File: config.mk
export PLATFORM = sky130hd
export DESIGN_NAME = mod_addsub_pipe
export DESIGN_NICKNAME = d
export VERILOG_FILES = /design/src/rtl/mod_addsub_pipe.sv
export SDC_FILE = /design/constraint.sdc
export NUM_CORES = 1
export LEC_CHECK = 0
export BUFFER_PORTS_ARGS = -buffer_cell sky130_fd_sc_hd__buf_4
export CAP_MARGIN = 20
export CORE_ASPECT_RATIO = 0.8
export CORE_UTILIZATION = 35
export CTS_BUF_LIST = sky130_fd_sc_hd__clkbuf_4 sky130_fd_sc_hd__clkbuf_8 sky130_fd_sc_hd__clkbuf_16
export CTS_CLUSTER_DIAMETER = 150
export CTS_CLUSTER_SIZE = 8
export DETAILED_ROUTE_END_ITERATION = 8
export MAX_ROUTING_LAYER = met4
export PLACE_DENSITY = 0.53
export SYNTH_ARGS = -nofsm -noshare
export SYNTH_HDL_FRONTEND = slang
export SYNTH_SLANG_ARGS = --single-unit
File: constraint.sdc
create_clock -name clk -period 4.6 [get_ports clk]
set_input_delay 0.69 -clock clk [delete_from_list [all_inputs] [get_ports clk]]
set_output_delay 0.69 -clock clk [all_outputs]
set_load 0.02 [all_outputs]
File: src/rtl/mod_addsub_pipe.sv
// Purpose: pipelined (a+b) mod p / (a-b) mod p with one conditional correction step.
// Latency: 2 cycles from accept to out_valid when not stalled; 1 op/cycle sustained.
// Backpressure: valid/ready. in_ready is combinational from out_ready, so there is no bubble.
module mod_addsub_pipe #(
    parameter int               WIDTH   = 64,
    parameter logic [WIDTH-1:0] MODULUS = 64'hFFFF_FFFF_0000_0001
) (
    input  logic             clk,
    input  logic             rst,
    input  logic             in_valid,
    output logic             in_ready,
    input  logic [WIDTH-1:0] a_in,
    input  logic [WIDTH-1:0] b_in,
    input  logic             sub_in,
    output logic             out_valid,
    input  logic             out_ready,
    output logic [WIDTH-1:0] sum_out
);

    // Modulus widened by one bit so it can be compared against the raw stage-1 value.
    localparam logic [WIDTH:0] P_EXT = {1'b0, MODULUS};

    // Stage 1: raw sum/difference plus operation flag.
    logic             s1_v;
    logic             s1_sub;
    logic [WIDTH:0]   s1_t;

    // Stage 2: reduced result that drives the output.
    logic             s2_v;
    logic [WIDTH-1:0] s2_dat;

    logic             s1_adv;
    logic             s2_adv;
    logic [WIDTH:0]   t_in;
    logic [WIDTH-1:0] t_minus_p;
    logic [WIDTH-1:0] t_plus_p;
    logic [WIDTH-1:0] red_dat;

    // Each stage may move when it is empty or when the stage after it is moving.
    always_comb begin
        s2_adv   = !s2_v || out_ready;
        s1_adv   = !s1_v || s2_adv;
        in_ready = s1_adv;
    end

    // Raw add or subtract at WIDTH+1 bits; for subtract the top bit is the borrow.
    always_comb begin
        t_in = '0;
        if (sub_in) begin
            t_in = {1'b0, a_in} - {1'b0, b_in};
        end else begin
            t_in = {1'b0, a_in} + {1'b0, b_in};
        end
    end

    // Single correction step. Only the low WIDTH bits of t-p and t+p survive,
    // so both are computed at WIDTH bits directly.
    always_comb begin
        t_minus_p = s1_t[WIDTH-1:0] - MODULUS;
        t_plus_p  = s1_t[WIDTH-1:0] + MODULUS;
        red_dat   = s1_t[WIDTH-1:0];
        if (s1_sub) begin
            if (s1_t[WIDTH]) begin
                red_dat = t_plus_p;
            end
        end else begin
            if (s1_t >= P_EXT) begin
                red_dat = t_minus_p;
            end
        end
    end

    // Pipeline registers. A stage whose advance is low holds its data and valid bit.
    always_ff @(posedge clk) begin
        if (rst) begin
            s1_v   <= 1'b0;
            s1_sub <= 1'b0;
            s1_t   <= '0;
            s2_v   <= 1'b0;
            s2_dat <= '0;
        end else begin
            if (s2_adv) begin
                s2_v   <= s1_v;
                s2_dat <= red_dat;
            end
            if (s1_adv) begin
                s1_v   <= in_valid;
                s1_sub <= sub_in;
                s1_t   <= t_in;
            end
        end
    end

    assign out_valid = s2_v;
    assign sum_out   = s2_dat;

endmodule

==> impl_metrics.env <==
export IMPL_die_h_um=168
export IMPL_numCtsBuffers=17
export IMPL_die_width_um=210
export IMPL_worstSkewPairLatency_ns=0.42
export IMPL_p_total_mw=5.34
export IMPL_p_sw_share_pct=39.4
export IMPL_cp_max_fo=6
export IMPL_cts_sinks=132
export IMPL_worst_setup_path_type="input pin to flip-flop"
export IMPL_clkTransAtPathRegs_ns=0.06
export IMPL_cap_violations=0
export IMPL_grt_usage_pct=25.4
export IMPL_power_density_mw_per_mm2=316
export IMPL_final_hold_viol_count=0
export IMPL_htree_levels=4
export IMPL_synthFlopType="dfxtp_1"
export IMPL_arrival_ns=4.94
export IMPL_antenna_found_initial=0
export IMPL_syn_mean_instance_area_sq_um=7.04
export IMPL_violations="setup timing"
export IMPL_yosysSeqAreaShare_pct=21.8
export IMPL_cp_required_ns=4.87
export IMPL_drt_vias_per_instance=5.29
export IMPL_fin_util_pct=49.8
export IMPL_clkPwrFrac_pct=23.8
export IMPL_grt_pass1_wl_um=69800
export IMPL_status="finished, violations left"
export IMPL_die_area_sq_mm=0.0354
export IMPL_wl_um=44500
export IMPL_grt_max_degree=64
export IMPL_coreArea_sq_mm=0.0339
export IMPL_final_cell_count_no_fill=2592
export IMPL_routedWlPerCell_um=17.2
export IMPL_first_pass_iters=5
export IMPL_synth_edff_count=0
export IMPL_layout_nets=2317
export IMPL_ys_seq_elements=132
export IMPL_port_buffers=198
export IMPL_comb_power_share_pct=45.8
export IMPL_switchingPower_mw=2.10
export IMPL_worst_pin_slew_ns=0.863
export IMPL_yosys_cell_count_top_type="nand2_1"
export IMPL_synthTopCellsByCount="nand2_1 (234), a21oi_1 (197), nor2_1 (172)"
export IMPL_start_util_pct=35.8
export IMPL_synth_warnings=0
export IMPL_fmax_mhz=214
export IMPL_rows=60
export IMPL_synth_area_leader_cell="dfxtp_1"
export IMPL_rsz0062_at_grt="true"
export IMPL_syn_area_sq_mm=0.0121
export IMPL_p_leak_nw=7.17
export IMPL_min_period_ns=4.67
export IMPL_ant_nets=0
export IMPL_setup_slack_ns=-0.0672
export IMPL_synth_top_area_share_pct=21.8
export IMPL_place_inst=2541
export IMPL_drt_iter0_drc=1177
export IMPL_seqPwrFrac_pct=30.5
export IMPL_finalMaxSlewViolations=0
export IMPL_hp_class="flip-flop to flip-flop"
export IMPL_slew_headroom_pct=42.1
export IMPL_finClkSkew_ns=0.0115
export IMPL_cts_hold_buffers_added=0
export IMPL_end_kind="flip-flop"
export IMPL_hpwl_um=36300
export IMPL_fin_crit_sh_pct=101
export IMPL_io_pins=199
export IMPL_synthTopCellsByArea="dfxtp_1 (22%), xnor2_1 (8.9%), a21oi_1 (8.1%), nand2_1 (7.3%), ha_1 (7.0%)"
export IMPL_synthArstFlopShare_pct=0
export IMPL_synthCells=1721
export IMPL_p_int_mw=3.23
export IMPL_cp_start_kind="input pin"
export IMPL_irDropWorstVdd_v=0.000256
export IMPL_setup_viol=5
export IMPL_diodes=0
export IMPL_syn_nets=1923
export IMPL_vias=13711
export IMPL_cts_tree="yes"
export IMPL_fill_cells=3480
export IMPL_drc=0
export IMPL_grt_pass1_vias=12591
export IMPL_gp_congestion=0.924
export IMPL_synth_distinct_cells=82
export IMPL_cts_buffer_depth=2
export IMPL_clock_root_buffer="clkbuf_16"
export IMPL_drive_gt1_share_pct=30.0
export IMPL_area_growth_syn_to_layout_pct=39.3
export IMPL_grt_overflow=0
critical path, stage by stage:
cell     delay (ns)
buf_6          0.09
or4_4          0.52
or3_4          0.35
or4_4          0.42
or3_4          0.37
nor2_4         0.13
and3_4         0.23
and3b_2        0.23
buf_6          0.11
buf_4          0.11
a21oi_2        0.05
xnor2_1        0.13
ha_1           0.40
a21o_1         0.21
a21oi_2        0.09
o21ai_2        0.18
o22ai_1        0.12
or3_1          0.35
nand3_1        0.10
a21oi_1        0.07
through the flow:
stage	cell area [sq um]	hold WS [ns]	setup slack (ns)	setup TNS, ns
after global placement	15800	0.437	-0.668	-14.11
after detailed placement	15800	0.442	-0.693	-14.66
after CTS	16500	0.450	-0.0623	-0.276
after global routing	16900	0.454	-0.295	-3.28
after floorplan	12200	0.432	-0.191	-1.07
final	16900	0.444	-0.0672	-0.173
per-layer routing:
layer / global-route usage, % / up-vias / part of all wire (%)
met5: - / - / 0
li1: - / 6991 / -
met3: 2.00 / 22 / 5.6
met2: 33.0 / 443 / 38
met4: 4.79 / 0 / 0.80
met1: 41.1 / 6255 / 55
sequential cells by signal (all words and copies together), names as in the netlist:
| register | count |
|---|---|
| s1_t | 65 |
| sum_out | 64 |
| out_valid | 1 |
| s1_sub | 1 |
| s1_v | 1 |
power by group through the flow:
stage               combinational, mW  clock, mW  sequential (mW)
global placement                 2.29          0             1.63
finish                           2.44       1.27             1.63
CTS                              2.35       1.29             1.62
global route                     2.67       1.34             1.66
floorplan                        1.32          0             1.57
detailed placement               2.30          0             1.64
layout make-up:
cell class,instances,area [sq um],share of cell area [%]
Timing Repair Buffer,474,3600,21.3
Clock buffer,18,439,2.60
Multi-Input combinational cell,1446,9340,55.3
Sequential cell,132,2640,15.7
Tap cell,465,582,3.45
Clock inverter,13,111,0.660
Inverter,44,165,0.979
placed cells by master (no fill, tap or decap), types with 9 or more instances in the layout:
| cell type | count |
|---|---|
| o21ai_0 | 74 |
| o31ai_1 | 10 |
| nor2b_1 | 9 |
| o21bai_1 | 15 |
| nand3_1 | 40 |
| a21oi_1 | 165 |
| nand4_1 | 34 |
| nor2_2 | 13 |
| nand2_1 | 232 |
| ha_1 | 65 |
| and2_1 | 14 |
| inv_1 | 40 |
| or3_1 | 23 |
| a31oi_1 | 27 |
| nor4_1 | 23 |
| dfxtp_1 | 132 |
| o21a_1 | 11 |
| clkbuf_16 | 17 |
| nor3_1 | 49 |
| nor2_1 | 159 |
| and4_1 | 12 |
| xnor2_1 | 121 |
| buf_4 | 465 |
| and3_1 | 17 |
| a21o_1 | 35 |
| o21ai_1 | 24 |
| a21oi_2 | 37 |
| xor2_1 | 44 |
| a211oi_1 | 26 |
final timing paths:
kind                               endpoint  cells after the start        start  slack (ns)
worst min register to register  sum_out[26]                      2  sum_out[26]        0.44
worst min-delay path            sum_out[26]                      2  sum_out[26]        0.44
worst max-delay path               s1_t[64]                     20     b_in[15]       -0.07
worst max register to register  sum_out[28]                      9     s1_t[25]        0.94
kinds of logic (layout without fill, tap and decap cells):
family	after synthesis	in the layout	share of synthesized area, %
flops	132	132	21.8
xor+xnor	168	168	12.1
buf+inv	143	549	4.70
fa+ha+maj	69	69	7.19
simple gates	689	689	27.4
mux	5	5	0.413
compound gates	515	515	26.3
repair_timing:
item                       4_1_cts  5_1_grt
pin swaps                       18       46
setup buffers                    7       14
gates resized for setup         31       76
setup endpoints to repair       20       35
gates cloned                     0        0
Power figures use the tool's default switching activity.
